==> src/rtl/fifo_pkg.sv <==
// rtl/fifo_pkg.sv - shared types and constants for the FIFO drain serial transmitter
package fifo_pkg;

  localparam int DATO_WIDTH_DEF = 3;
  localparam int BIT_CYCLES_DEF = 4;

  localparam logic LINE_IDLE  = 1'b1;
  localparam logic LINE_START = 1'b0;
  localparam logic LINE_STOP  = 1'b1;

  typedef enum logic [2:0] {
    ST_IDLE,
    ST_REQ,
    ST_WAIT,
    ST_START,
    ST_DATA,
    ST_PARITY,
    ST_STOP
  } tx_state_t;

endpackage

==> src/rtl/bit_timer.sv <==
// rtl/bit_timer.sv - per-bit down-counter; pulses o_bit_end on the last cycle of each serial bit
module bit_timer
  import fifo_pkg::*;
#(
  parameter int BIT_CYCLES = BIT_CYCLES_DEF
) (
  input  logic i_clk,
  input  logic i_rst_n,
  input  logic i_restart,
  output logic o_bit_end
);

  localparam int CW = (BIT_CYCLES > 1) ? $clog2(BIT_CYCLES) : 1;
  localparam logic [CW-1:0] LOAD = CW'(BIT_CYCLES - 1);

  logic [CW-1:0] r_cnt;
  logic          w_bit_end;

  assign w_bit_end = (r_cnt == '0);
  assign o_bit_end = w_bit_end;

  // Reloads itself at the end of every bit so consecutive bits need no restart.
  always_ff @(posedge i_clk) begin
    if (!i_rst_n) begin
      r_cnt <= '0;
    end else if (i_restart || w_bit_end) begin
      r_cnt <= LOAD;
    end else begin
      r_cnt <= r_cnt - 1'b1;
    end
  end

endmodule

==> src/rtl/fifo_drain_tx.sv <==
// rtl/fifo_drain_tx.sv - reads words from a FIFO and sends them LSB-first on a serial line; parity via FIFO_DRAIN_TX_PARITY_EN
module fifo_drain_tx
  import fifo_pkg::*;
#(
  parameter int DATO_WIDTH = DATO_WIDTH_DEF,
  parameter int BIT_CYCLES = BIT_CYCLES_DEF,
  parameter int READ_LAT   = 1
) (
  input  logic                  clk,
  input  logic                  rst,
  input  logic                  en,
  input  logic                  empy,
  input  logic [DATO_WIDTH-1:0] datin,
  output logic                  rd,
  output logic                  ser_out,
  output logic                  busy,
  output logic                  frame_done,
  output logic [7:0]            word_cnt
);

  localparam int IW = $clog2(DATO_WIDTH + 1);
  localparam int LW = (READ_LAT > 1) ? $clog2(READ_LAT) : 1;
  localparam logic [IW-1:0] LAST_IDX  = IW'(DATO_WIDTH - 1);
  localparam logic [LW-1:0] LAST_WAIT = LW'(READ_LAT - 1);

  tx_state_t             r_state;
  logic [DATO_WIDTH-1:0] r_shift;
  logic                  r_parity;
  logic [IW-1:0]         r_bit_idx;
  logic [LW-1:0]         r_wait_cnt;
  logic                  r_rd;
  logic                  r_ser;
  logic                  r_busy;
  logic [7:0]            r_word_cnt;

  tx_state_t             w_next;
  logic [DATO_WIDTH-1:0] w_shift_nxt;
  logic                  w_parity_nxt;
  logic [IW-1:0]         w_idx_nxt;
  logic [LW-1:0]         w_wait_nxt;
  logic                  w_restart;
  logic                  w_frame_end;
  logic                  w_ser_nxt;
  logic                  w_go;
  logic                  w_bit_end;

  bit_timer #(
    .BIT_CYCLES(BIT_CYCLES)
  ) u_bit_timer (
    .i_clk    (clk),
    .i_rst_n  (rst),
    .i_restart(w_restart),
    .o_bit_end(w_bit_end)
  );

  assign w_go = en & ~empy;

  always_ff @(posedge clk) begin
    if (!rst) begin
      r_state    <= ST_IDLE;
      r_shift    <= '0;
      r_parity   <= 1'b0;
      r_bit_idx  <= '0;
      r_wait_cnt <= '0;
      r_rd       <= 1'b0;
      r_ser      <= LINE_IDLE;
      r_busy     <= 1'b0;
      r_word_cnt <= '0;
    end else begin
      r_state    <= w_next;
      r_shift    <= w_shift_nxt;
      r_parity   <= w_parity_nxt;
      r_bit_idx  <= w_idx_nxt;
      r_wait_cnt <= w_wait_nxt;
      r_rd       <= (w_next == ST_REQ);
      r_ser      <= w_ser_nxt;
      r_busy     <= (w_next != ST_IDLE);
      r_word_cnt <= r_word_cnt + {7'd0, w_frame_end};
    end
  end

  always_comb begin
    w_next       = r_state;
    w_shift_nxt  = r_shift;
    w_parity_nxt = r_parity;
    w_idx_nxt    = r_bit_idx;
    w_wait_nxt   = r_wait_cnt;
    w_restart    = 1'b0;
    w_frame_end  = 1'b0;
    case (r_state)
      ST_IDLE: begin
        if (w_go) w_next = ST_REQ;
      end
      ST_REQ: begin
        w_wait_nxt = '0;
        w_next     = ST_WAIT;
      end
      ST_WAIT: begin
        // Timer restarts here so the start bit gets a full BIT_CYCLES.
        if (r_wait_cnt == LAST_WAIT) begin
          w_shift_nxt  = datin;
          w_parity_nxt = ^datin;
          w_restart    = 1'b1;
          w_wait_nxt   = '0;
          w_next       = ST_START;
        end else begin
          w_wait_nxt = r_wait_cnt + 1'b1;
        end
      end
      ST_START: begin
        if (w_bit_end) begin
          w_idx_nxt = '0;
          w_next    = ST_DATA;
        end
      end
      ST_DATA: begin
        if (w_bit_end) begin
          if (r_bit_idx == LAST_IDX) begin
            w_idx_nxt = '0;
`ifdef FIFO_DRAIN_TX_PARITY_EN
            w_next    = ST_PARITY;
`else
            w_next    = ST_STOP;
`endif
          end else begin
            w_idx_nxt   = r_bit_idx + 1'b1;
            w_shift_nxt = r_shift >> 1;
          end
        end
      end
`ifdef FIFO_DRAIN_TX_PARITY_EN
      ST_PARITY: begin
        if (w_bit_end) w_next = ST_STOP;
      end
`endif
      ST_STOP: begin
        if (w_bit_end) begin
          w_frame_end = 1'b1;
          w_next      = w_go ? ST_REQ : ST_IDLE;
        end
      end
      default: w_next = ST_IDLE;
    endcase
  end

  // Line level is decided from the next state so ser_out stays a pure flop.
  always_comb begin
    w_ser_nxt = LINE_IDLE;
    case (w_next)
      ST_START:  w_ser_nxt = LINE_START;
      ST_DATA:   w_ser_nxt = w_shift_nxt[0];
      ST_PARITY: w_ser_nxt = w_parity_nxt;
      ST_STOP:   w_ser_nxt = LINE_STOP;
      default:   w_ser_nxt = LINE_IDLE;
    endcase
  end

  assign rd         = r_rd;
  assign ser_out    = r_ser;
  assign busy       = r_busy;
  assign frame_done = (r_state == ST_STOP) & w_bit_end;
  assign word_cnt   = r_word_cnt;

endmodule

==> config.mk <==
export PLATFORM = sky130hd
export DESIGN_NAME = fifo_drain_tx
export DESIGN_NICKNAME = d
export VERILOG_FILES = /design/src/rtl/fifo_pkg.sv /design/src/rtl/bit_timer.sv /design/src/rtl/fifo_drain_tx.sv
export SDC_FILE = /design/constraint.sdc
export NUM_CORES = 1
export LEC_CHECK = 0
export ABC_AREA = 1
export BUFFER_PORTS_ARGS = -buffer_cell sky130_fd_sc_hd__buf_2
export CORE_MARGIN = 2
export CORE_UTILIZATION = 53
export DETAILED_ROUTE_END_ITERATION = 12
export PLACE_DENSITY_LB_ADDON = 0.25
export SYNTH_ARGS = -nofsm -noshare
export SYNTH_HDL_FRONTEND = slang
export SYNTH_SLANG_ARGS = --single-unit
==> constraint.sdc <==
create_clock -name clk -period 2.08 [get_ports clk]
set_input_delay 0.208 -clock clk [delete_from_list [all_inputs] [get_ports clk]]
set_output_delay 0.208 -clock clk [all_outputs]
set_load 0.01 [all_outputs]
==> impl_results.md, run 1 <==
* Outcome: finished, final reports clean
* DRC violations left at 0
* Vias/cell at 4.770
* Final RePlAce weighted congestion at 0.8693
* Vias after detailed routing at ~950
* Leading post-synthesis cells by cell area: dfxtp_1 (40%), nand2_1 (13%), inv_1 (10%)
* Die Span Y at about 48 um
* Clock latency on the worst-skew pair at 0.30 ns
* Clk slew on worst S/H paths at 0.12 ns
* Die width at between 40 and 50 um
* RSZ-0062 raised after global routing: no
* Slew HR at between 80% and 90%
* Hold/Removal Path Class: input pin to flop
* Hpwl dp at 1651 um
* Routed WL per cell at between 10 and 15 um
* Final Hold Viols at 0
* Fin nets at 185
* Final period util at a little under 90%
* Yosys top cell area share at 40.43%
* CP Launch Type: flop
* Global-route wire length before repair at 3325 um
* Flops & latches, synth at 21
* Initial antenna violation count at 0
* Final wirelength at between 2000 and 2500 um
* Gate Count Post-Synth at 152
* # IOs at 19
* # resized after CTS at 0
* Pleak at 0.6454 nW
* Worst setup EP type: flop
* Hold endpoint: r_shift[2]$_SDFFE_PN0P_
* Row count at 16
* Most frequent cell after synthesis: nand2_1
* Clock Power Share at 24.8%
* Top cells by count, synth: nand2_1 (37), inv_1 (28), dfxtp_1 (21), nor2_1 (19), nand3_1 (10)
* Final min period at 1.800 ns
* P_sw at about 230 uW
* Worst R2R Path Depth at 12
* Reg-to-Reg End: word_cnt[6]$_SDFF_PN0_
* Die area at between 2000 and 2500 um^2
* Synthesized area per cell at between 6 and 7 um^2
* Diode count at 0
* Fin Setup TNS at 0 ns
* Final setup fails at 0
* Initial Utilization at between 50 and 60%
* TritonRoute pass-1 iters at 4
* Worst-margin pin slew at ~0.29 ns
* Post-CTS setup buffer count at 0
* Share of layout cells above drive strength 1 at between 10% and 20%
* Distinct cells, synth at 20
* Sw frac at between 20 and 30%
* Iter 0 DRT Violations at 13
* Critical setup path kind: flop to flop
* Hold path startpoint: datin[2]
* Area leader, netlist: dfxtp_1
* CTS Sinks at 21
* Internal power at ~560 uW
* FMAX at around 560 MHz
* CP max FO at 3
* Hold_ws at between 0.1 and 0.15 ns
* Cell Pwr Density at between 600 and 700 nW/um^2
* Yosys warns at 0
* Placed Cells incl. Taps at roughly 200
* Dominant synthesized flop cell: dfxtp_1
* Final Slew Violations at 0
* Mapped Area at 1040 um^2
* Max cap viols at 0
* Post-synth ARST share at 0%
* CTS tree: built
* Post-synthesis sequential area ratio at ~40%
* Total global routing overflow at 0
* CTS Buffer Depth at 2
* R2r setup slk at 0.28 ns
* Largest net degree at the start of global routing at 17
* EDFF count, synth at 0
* Layout Cells excl Fill at 200
* Global-route total usage across every layer at between 20% and 30%
* Cts hold-fix bufs at 0
* Final ANT Viol Nets at 0
* Post-Route Skew at 0.003602 ns
* Root buffer cell: clkbuf_4
* Vias in the first global route at about 850
* Total CTS buffers at 3
* Port-buffer cells at 18
* CORE AREA at ~1900 um^2
* Combinational share of power at 19.3%
* H-Tree Level Count at 1
* Hold Path Depth at 3
* CP Data Required Time at 2.32 ns
* Sequential power share at 56.0%
* VDD IR max at 0.4847 mV
* Worst EP arrival at between 2 and 2.5 ns
* Syn nets at about 160
* Layout area overhead at 13.36%
* Worst r2r src: u_bit_timer.r_cnt[0]$_SDFF_PN0_
power groups by stage:
stage / sequential [mW] / clock, mW / combinational (mW)
2_1_floorplan: 0.452 / 0 / 0.110
3_3_place_gp: 0.450 / 0 / 0.147
3_5_place_dp: 0.451 / 0 / 0.152
4_1_cts: 0.442 / 0.203 / 0.153
5_1_grt: 0.445 / 0.217 / 0.175
6_report: 0.442 / 0.195 / 0.152
critical path, stage by stage (launching register included):
cell and delay, ns:
dfxtp_1 0.32, inv_1 0.09, ha_1 0.17, inv_1 0.07, nor2_1 0.17, ha_1 0.20, ha_1 0.17, nand2_1 0.05
inv_1 0.07, nand2_1 0.07, nor2_1 0.14, nand3_1 0.09, a21oi_1 0.14
registers in the layout, indices dropped and copies added, names as in the netlist:
name               flops
busy                   1
r_bit_idx              2
r_shift                3
r_state                3
rd                     1
ser_out                1
u_bit_timer.r_cnt      2
word_cnt               8
metrics by stage:
stage | power [mW] | instance area (um^2) | util, % | setup WS (ns)
2_1_floorplan | 0.5626 | 1040 | - | 0.3341
3_3_place_gp | 0.5967 | 1152 | 60.59 | 0.3900
3_5_place_dp | 0.6026 | 1152 | 60.59 | 0.3143
4_1_cts | 0.7975 | 1179 | 61.97 | 0.2858
5_1_grt | 0.8370 | 1179 | 61.97 | 0.04668
6_report | 0.7894 | 1179 | 61.97 | 0.2802
cell families (layout without fill, tap and decap cells):
group | count (synthesis) | count (layout) | synth area share (%)
compound gates | 17 | 17 | 9.025
fa+ha+maj | 4 | 4 | 4.814
buf+inv | 31 | 52 | 12.27
flops | 21 | 21 | 40.43
simple gates | 79 | 79 | 33.45
worst max path at each step:
| stage | start | to | slack (ns) | cells after the start |
|---|---|---|---|---|
| floorplan | u_bit_timer.r_cnt[0]$_SDFF_PN0_ | word_cnt[6]$_SDFF_PN0_ | 0.33 | 13 |
| global placement | u_bit_timer.r_cnt[0]$_SDFF_PN0_ | word_cnt[6]$_SDFF_PN0_ | 0.39 | 13 |
| detailed placement | u_bit_timer.r_cnt[0]$_SDFF_PN0_ | word_cnt[6]$_SDFF_PN0_ | 0.31 | 13 |
| CTS | u_bit_timer.r_cnt[0]$_SDFF_PN0_ | word_cnt[6]$_SDFF_PN0_ | 0.29 | 12 |
| global route | u_bit_timer.r_cnt[0]$_SDFF_PN0_ | word_cnt[6]$_SDFF_PN0_ | 0.05 | 12 |
| finish | u_bit_timer.r_cnt[0]$_SDFF_PN0_ | word_cnt[6]$_SDFF_PN0_ | 0.28 | 12 |
cell type report:
type / count / area, um^2
sequential: 21 / 420.4
timing repair buffer: 19 / 97.59
inverter: 29 / 108.9
tap: 27 / 33.78
fill: 175 / 723.2
clock buffer: 4 / 26.28
multi-input combinational: 100 / 491.7
layout by cell type, fill, tap and decap left out:
cell / instances
nand2_1: 37
inv_1: 28
dfxtp_1: 21
nor2_1: 19
buf_2: 18
nand3_1: 10
o21ai_0: 7
a21oi_1: 7
nor3_1: 5
ha_1: 4
nand2_2: 3
clkbuf_4: 3
nand3b_1: 2
o31ai_1: 1
nor2_4: 1
inv_2: 1
nand2_4: 1
o21ai_2: 1
nand4_1: 1
a21boi_0: 1
clkbuf_1: 1
buf_4: 1
metal layers:
metal | track usage [%] | part of all wire, % | vias to the layer above
met1 | 24.04 | 45 | 416
met3 | 4.444 | 4.0 | 4
met5 | 0 | 0 | -
met4 | 6.486 | 1.2 | 0
met2 | 37.63 | 50 | 22
li1 | - | - | 512
Note: power is estimated with default switching activity, not from simulation.
==> run 2, diff against run 1 <==
--- a/config.mk
+++ b/config.mk
@@ -7,10 +7,12 @@
 export LEC_CHECK = 0
 export ABC_AREA = 1
 export BUFFER_PORTS_ARGS = -buffer_cell sky130_fd_sc_hd__buf_2
+export CAP_MARGIN = 30
 export CORE_MARGIN = 2
 export CORE_UTILIZATION = 53
 export DETAILED_ROUTE_END_ITERATION = 12
 export PLACE_DENSITY_LB_ADDON = 0.25
+export RECOVER_POWER = 25
 export SYNTH_ARGS = -nofsm -noshare
 export SYNTH_HDL_FRONTEND = slang
 export SYNTH_SLANG_ARGS = --single-unit
==> constraint.sdc (replaced) <==
create_clock -name clk -period 2.08 [get_ports clk]
set_input_delay 0.208 -clock clk [delete_from_list [all_inputs] [get_ports clk]]
set_output_delay 0.208 -clock clk [all_outputs]
set_load 0.1 [all_outputs]
==> run 2 against run 1 <==
Compared with the run above:
- die area unchanged
- register-to-register slack gained 0.11 ns
- power is 7.0% higher
- worst setup slack improved by 0.076 ns
- critical path depth down 9
- flip-flop and latch count stayed put
- sequential share of layout area down 0.78 points
- largest cell class unchanged
- count of clock-buffer cells in the layout stayed put
==> impl_results.md, run 2 (synthesis gave the netlist of run 1 again) <==
* Outcome: finished, final reports clean
* Most common cell after layout, fill and taps aside: nand2_1
* Iter 0 DRT Violations at 25
* Final Slew Violations at 0
* Post-CTS setup buffer count at 0
* TritonRoute pass-1 iters at 4
* Vias after detailed routing at between 900 and 1,000
* CP Launch Type: flop
* Cts hold-fix bufs at 0
* Post-Route Skew at 0.004602 ns
* Layout area overhead at 16.25%
* Final wirelength at slightly below 2000 um
* Post-route setup slack at around 0.36 ns
* Slew HR at roughly 23%
* Root buffer cell: clkbuf_4
* CP cell instances: nand3_4 > nor2_4 > buf_2
* Vias/cell at 4.739
* # resized after CTS at 0
* Die area at roughly 2300 um^2
* DRC violations left at 0
* Worst EP arrival at roughly 1.5 ns
* Cell Pwr Density at between 600 and 700 nW/um^2
* Largest net degree at the start of global routing at 17
* Port-buffer cells at 18
* Clock latency on the worst-skew pair at about 0.3 ns
* Die Span Y at slightly below 50 um
* FMAX at 579.9 MHz
* CORE AREA at roughly 1900 um^2
* Global-route total usage across every layer at a little under a fifth
* Final RePlAce weighted congestion at roughly 0.88
* Share of layout cells above drive strength 1 at roughly a fifth
* CP Data Required Time at 1.87 ns
* Max cap viols at 0
* R2r setup slk at roughly 0.4 ns
* Initial Utilization at between 50% and 60%
* Hold/Removal Path Class: input pin to flop
* Crit path max-delay cell type: dfxtp_1
* Global-route wire length before repair at about 2900 um
* Die width at around 48 um
* Total CTS buffers at 3
* # IOs at 19
* Pleak at between 0.6 and 0.7 nW
* Max reg flops at 8
* Placed cell area at roughly 1200 um^2
* Design area at 1209 um^2
* Routed WL per cell at between 9 and 10 um
* VDD IR max at between 0.5 and 0.6 mV
* CTS tree: built
* RSZ-0062 raised after global routing: no
* Fin nets at 184
* Final ANT Viol Nets at 0
* Overall power at about 840 uW
* Commonest non-fill, non-tap cells in the layout: nand2_1 (37), inv_1 (26), dfxtp_1 (20)
* Final period util at between 80% and 90%
* CP max FO at 8
* CTS Sinks at 21
* Hpwl dp at between 1500 and 2000 um
* Final Hold Viols at 0
* Clk slew on worst S/H paths at ~0.10 ns
* CP max stage delay at between 0.5 and 0.6 ns
* Placed Cells incl. Taps at between 150 and 200
* Place WS at a little under 0.4 ns
* Diode count at 0
* Final Core Density at ~64%
* Worst-margin pin slew at 1.167 ns
* Worst setup EP type: primary output
* Total global routing overflow at 0
* Initial antenna violation count at 0
* Row count at 16
* H-Tree Level Count at 1
* CTS Buffer Depth at 2
* Critical setup path kind: flop to primary output
* Layout Cells excl Fill at around 200
* Final min period at between 1.5 and 2 ns
* Final setup fails at 0
* Vias in the first global route at between 700 and 800
[run 2: cell types whose count changed in the layout (fill, tap and decap cells not counted), moves of 2 or more]
| cell | delta |
|---|---|
| buf_2 | -3 |
| clkbuf_1 | +3 |
| ha_1 | -3 |
| ha_4 | +2 |
| inv_1 | -2 |
| inv_2 | +2 |
[run 2: area by class of cell]
class | count | area (um^2)
Timing Repair Buffer | 18 | 86.33
Sequential cell | 21 | 421.7
Fill cell | 185 | 693.2
Inverter | 29 | 108.9
Clock buffer | 4 | 26.28
Tap cell | 27 | 33.78
Multi-Input combinational cell | 100 | 531.8
[run 2: final timing paths]
path                                               from                      end  cells after the start
worst max-delay path              r_state[1]$_SDFF_PN0_               frame_done                      3
worst min-delay path                           datin[2]  r_shift[2]$_SDFFE_PN0P_                      3
worst max register to register    r_state[1]$_SDFF_PN0_   word_cnt[6]$_SDFF_PN0_                     10
worst min register to register  r_shift[2]$_SDFFE_PN0P_  r_shift[2]$_SDFFE_PN0P_                      2
[run 2: worst max-delay path, delay by kind of cell (launching register included)]
family | cells | cell delay, ns
flops | 1 | 0.51
buf+inv | 1 | 0.44
simple gates | 2 | 0.26
[run 2: per-layer routing]
metal / wire (um) / global-route usage (%)
met1: 940 / 21.54
met2: 944 / 31.58
met3: 96 / 7.778
met4: 0 / 3.243
met5: 0 / 0
[run 2: through the flow]
stage          setup TNS (ns)  hold slack (ns)
4_1_cts                     0           0.1448
6_report                    0           0.1469
2_1_floorplan        -0.06404           0.3422
5_1_grt                     0           0.1489
3_3_place_gp                0           0.4500
3_5_place_dp                0           0.4553
[run 2: report_power, final]
group          internal [mW]  switching (mW)  total (mW)
sequential             0.428          0.0193       0.447
combinational         0.0514           0.155       0.206
clock                 0.0748           0.116       0.191
total                  0.554           0.290       0.844
==> run 3, diff against run 2 <==
--- a/config.mk
+++ b/config.mk
@@ -5,7 +5,7 @@
 export SDC_FILE = /design/constraint.sdc
 export NUM_CORES = 1
 export LEC_CHECK = 0
-export ABC_AREA = 1
+export ABC_AREA = 0
 export BUFFER_PORTS_ARGS = -buffer_cell sky130_fd_sc_hd__buf_2
 export CAP_MARGIN = 30
 export CORE_MARGIN = 2
==> constraint.sdc (replaced) <==
create_clock -name clk -period 1.7 [get_ports clk]
set_input_delay 0.17 -clock clk [delete_from_list [all_inputs] [get_ports clk]]
set_output_delay 0.17 -clock clk [all_outputs]
set_load 0.1 [all_outputs]
==> run 3 against run 2 <==
Compared with the run above:
- sequential power increased by 19%
- utilization rose by 8.9 points
- highest routed layer is now met4
- sequential share of layout area decreased by 1.8 points
- die area fell by 2.4%
- first-iteration DRC count fell by 68%
- global-route usage grew 1.7 points
==> impl_results.md, run 3 <==
* Final ANT Viol Nets at 0
* Post-synthesis sequential area ratio at about two fifths
* Yosys top cell area share at between 40% and 50%
* Area leader, netlist: dfxtp_1
* Final Hold Viols at 0
* Top cells by count, synth: dfxtp_1 (21), and2_1 (9), nand2_1 (9), nor2_1 (6)
* Outcome: finished, final reports clean
* Design area at about 1300 um^2
* Diode count at 0
* Max reg flops at 8
* Busiest grt layer: met2
* Global-route total usage across every layer at roughly a fifth
* Hpwl dp at roughly 1500 um
* CTS tree: built
* Dominant synthesized flop cell: dfxtp_1
* Worst-margin pin slew at about 0.54 ns
* Final wirelength at a little under 2000 um
* Vias after detailed routing at 840
* # IOs at 19
* H-Tree Level Count at 1
* Initial antenna violation count at 0
* Place WS at roughly 0.053 ns
* Worst EP arrival at around 1.9 ns
* TritonRoute pass-1 iters at 4
* Distinct cells, synth at 36
* Commonest non-fill, non-tap cells in the layout: dfxtp_1 (19), buf_2 (13), and2_1 (9), nand2_1 (9), buf_4 (8)
* Hold Path Depth at 3
* Iter 0 DRT Violations at 8
* Fillers at approximately 160
* Final Slew Violations at 0
* Row count at 15
* Initial Utilization at 57.38%
* RSZ-0062 raised after global routing: yes
* Final RePlAce weighted congestion at around 0.79
* Post-Route Skew at a little under 0.004 ns
* CTS Buffer Depth at 2
* Post-synth ARST share at 0%
* Hold_ws at slightly below 0.09 ns
* Yosys warns at 0
* Share of layout cells above drive strength 1 at about a third
* Synth Area in XOR/XNOR at under 10%
* Vias in the first global route at about 750
* Die width at approximately 48 um
* Layout area overhead at 26.33%
* Routed WL per cell at between 10 and 15 um
* Global-route wire length before repair at about 3100 um
* Worst setup EP type: flop
* Fin Setup TNS at 0 ns
* Largest net degree at the start of global routing at 22
* Final setup fails at 0
* Root buffer cell: clkbuf_4
* Simple-Gate Fraction of Synth Area at 27.94%
* VDD IR max at 0.6190 mV
* Grt met3 use at ~4.5%
* Hold/Removal Path Class: input pin to flop
* CORE AREA at 1764 um^2
* Leading post-synthesis cells by cell area: dfxtp_1 (42%), and2_1 (5.6%), ha_1 (4.9%)
* CTS Sinks at 21
* Post-Synth Adder-Cell Area at 4.944%
* Cts hold-fix bufs at 0
* Mux cell area share after synthesis at 0%
* Fin nets at ~150
* Final min period at ~1.7 ns
* Max cap viols at 0
* Vias/cell at between 5 and 6
* Die area at 2275 um^2
* Clock latency on the worst-skew pair at about 0.31 ns
* Overall power at about 960 uW
* Slew HR at about 64%
* Met2 GRT Util at 30.13%
* Critical setup path kind: flop to flop
* Compound-Gate Fraction of Synth Area at ~17%
* Synthesized area per cell at around 9 um^2
* Most frequent cell after synthesis: dfxtp_1
* Pleak at 0.5529 nW
* Port-buffer cells at 18
* Total global routing overflow at 0
* EDFF count, synth at 0
* DRC violations left at 0
* Flops & latches, synth at 21
* Total CTS buffers at 3
* Worst R2R Path Depth at 9
* Syn nets at 121
* Most common cell after layout, fill and taps aside: dfxtp_1
* Placed cell area at between 1000 and 1500 um^2
* Largest family of logic cells by synthesized area: simple AND/OR/NAND/NOR gates
* Gate Count Post-Synth at between 100 and 150
* Die Span Y at between 40 and 50 um
* Clk slew on worst S/H paths at around 0.12 ns
* CP Launch Type: flop
* Post-route setup slack at roughly 0.031 ns
* FMAX at around 600 MHz
* Final period util at between 90% and 100%
* Cell Pwr Density at 749.0 nW/um^2
* CP Data Required Time at approximately 1.9 ns
* CP max FO at 3
* Met1 GRT Util at 26.56%
* Mapped Area at slightly above 1000 um^2
-- run 3: worst paths after layout --
path / from / slack [ns] / endpoint
worst min-delay path: datin[2] / 0.09 / r_shift[2]$_SDFFE_PN0P_
worst max register to register: u_bit_timer.r_cnt[1]$_SDFF_PN0_ / 0.03 / word_cnt[5]$_SDFF_PN0_
worst max-delay path: u_bit_timer.r_cnt[1]$_SDFF_PN0_ / 0.03 / word_cnt[5]$_SDFF_PN0_
worst min register to register: u_bit_timer.r_cnt[0]$_SDFF_PN0_ / 0.45 / u_bit_timer.r_cnt[0]$_SDFF_PN0_
-- run 3: cells by family after synthesis --
kind of cell / count (synthesis)
DFF: 21
and+or+nand+nor: 49
AOI/OAI and AO/OA: 22
xor gates and xnor gates: 6
adders and majority gates: 4
buffers and inverters: 8
-- run 3: power breakdown --
| group | internal [mW] | switching [mW] | leakage (nW) | total, mW |
|---|---|---|---|---|
| combinational | 0.0677 | 0.112 | 0.364 | 0.180 |
| sequential | 0.515 | 0.0172 | 0.171 | 0.532 |
| clock | 0.0879 | 0.158 | 0.0177 | 0.246 |
| total | 0.670 | 0.288 | 0.553 | 0.958 |
-- run 3: timing repair --
action	CTS	global route
setup buffers	0	2
endpoints found under the setup margin	0	4
resized for setup	0	2
-- run 3: worst max-delay path: stages, from the launching register on --
cell and delay [ns]:
dfxtp_2 0.34, inv_2 0.07, ha_4 0.13, and3_4 0.17, nor2b_4 0.17, ha_4 0.16, and3_4 0.21, nand3_2 0.08
xnor2_1 0.13, and2_1 0.13
-- run 3: layout make-up --
cell class	instances	area, um^2	share of cell area (%)
clock buffers	3	22.52	1.761
inverters	3	11.26	0.8806
well taps	25	31.28	2.446
repair buffers	26	165.2	12.92
multi-input cells	81	620.6	48.53
flip-flops and latches	21	422.9	33.07
clock inverters	1	5.005	0.3914
-- run 3: per-stage QoR --
step                util [%]  cells
finish                 72.48    160
global route           72.48    160
CTS                    71.49    158
detailed placement     69.93    154
global placement       69.93    154
floorplan                  -    110
-- run 3: per-layer routing --
metal / part of all wire (%) / vias up
li1: - / 434
met5: 0 / -
met2: 47 / 18
met3: 3.5 / 4
met1: 48 / 384
met4: 1.2 / 0
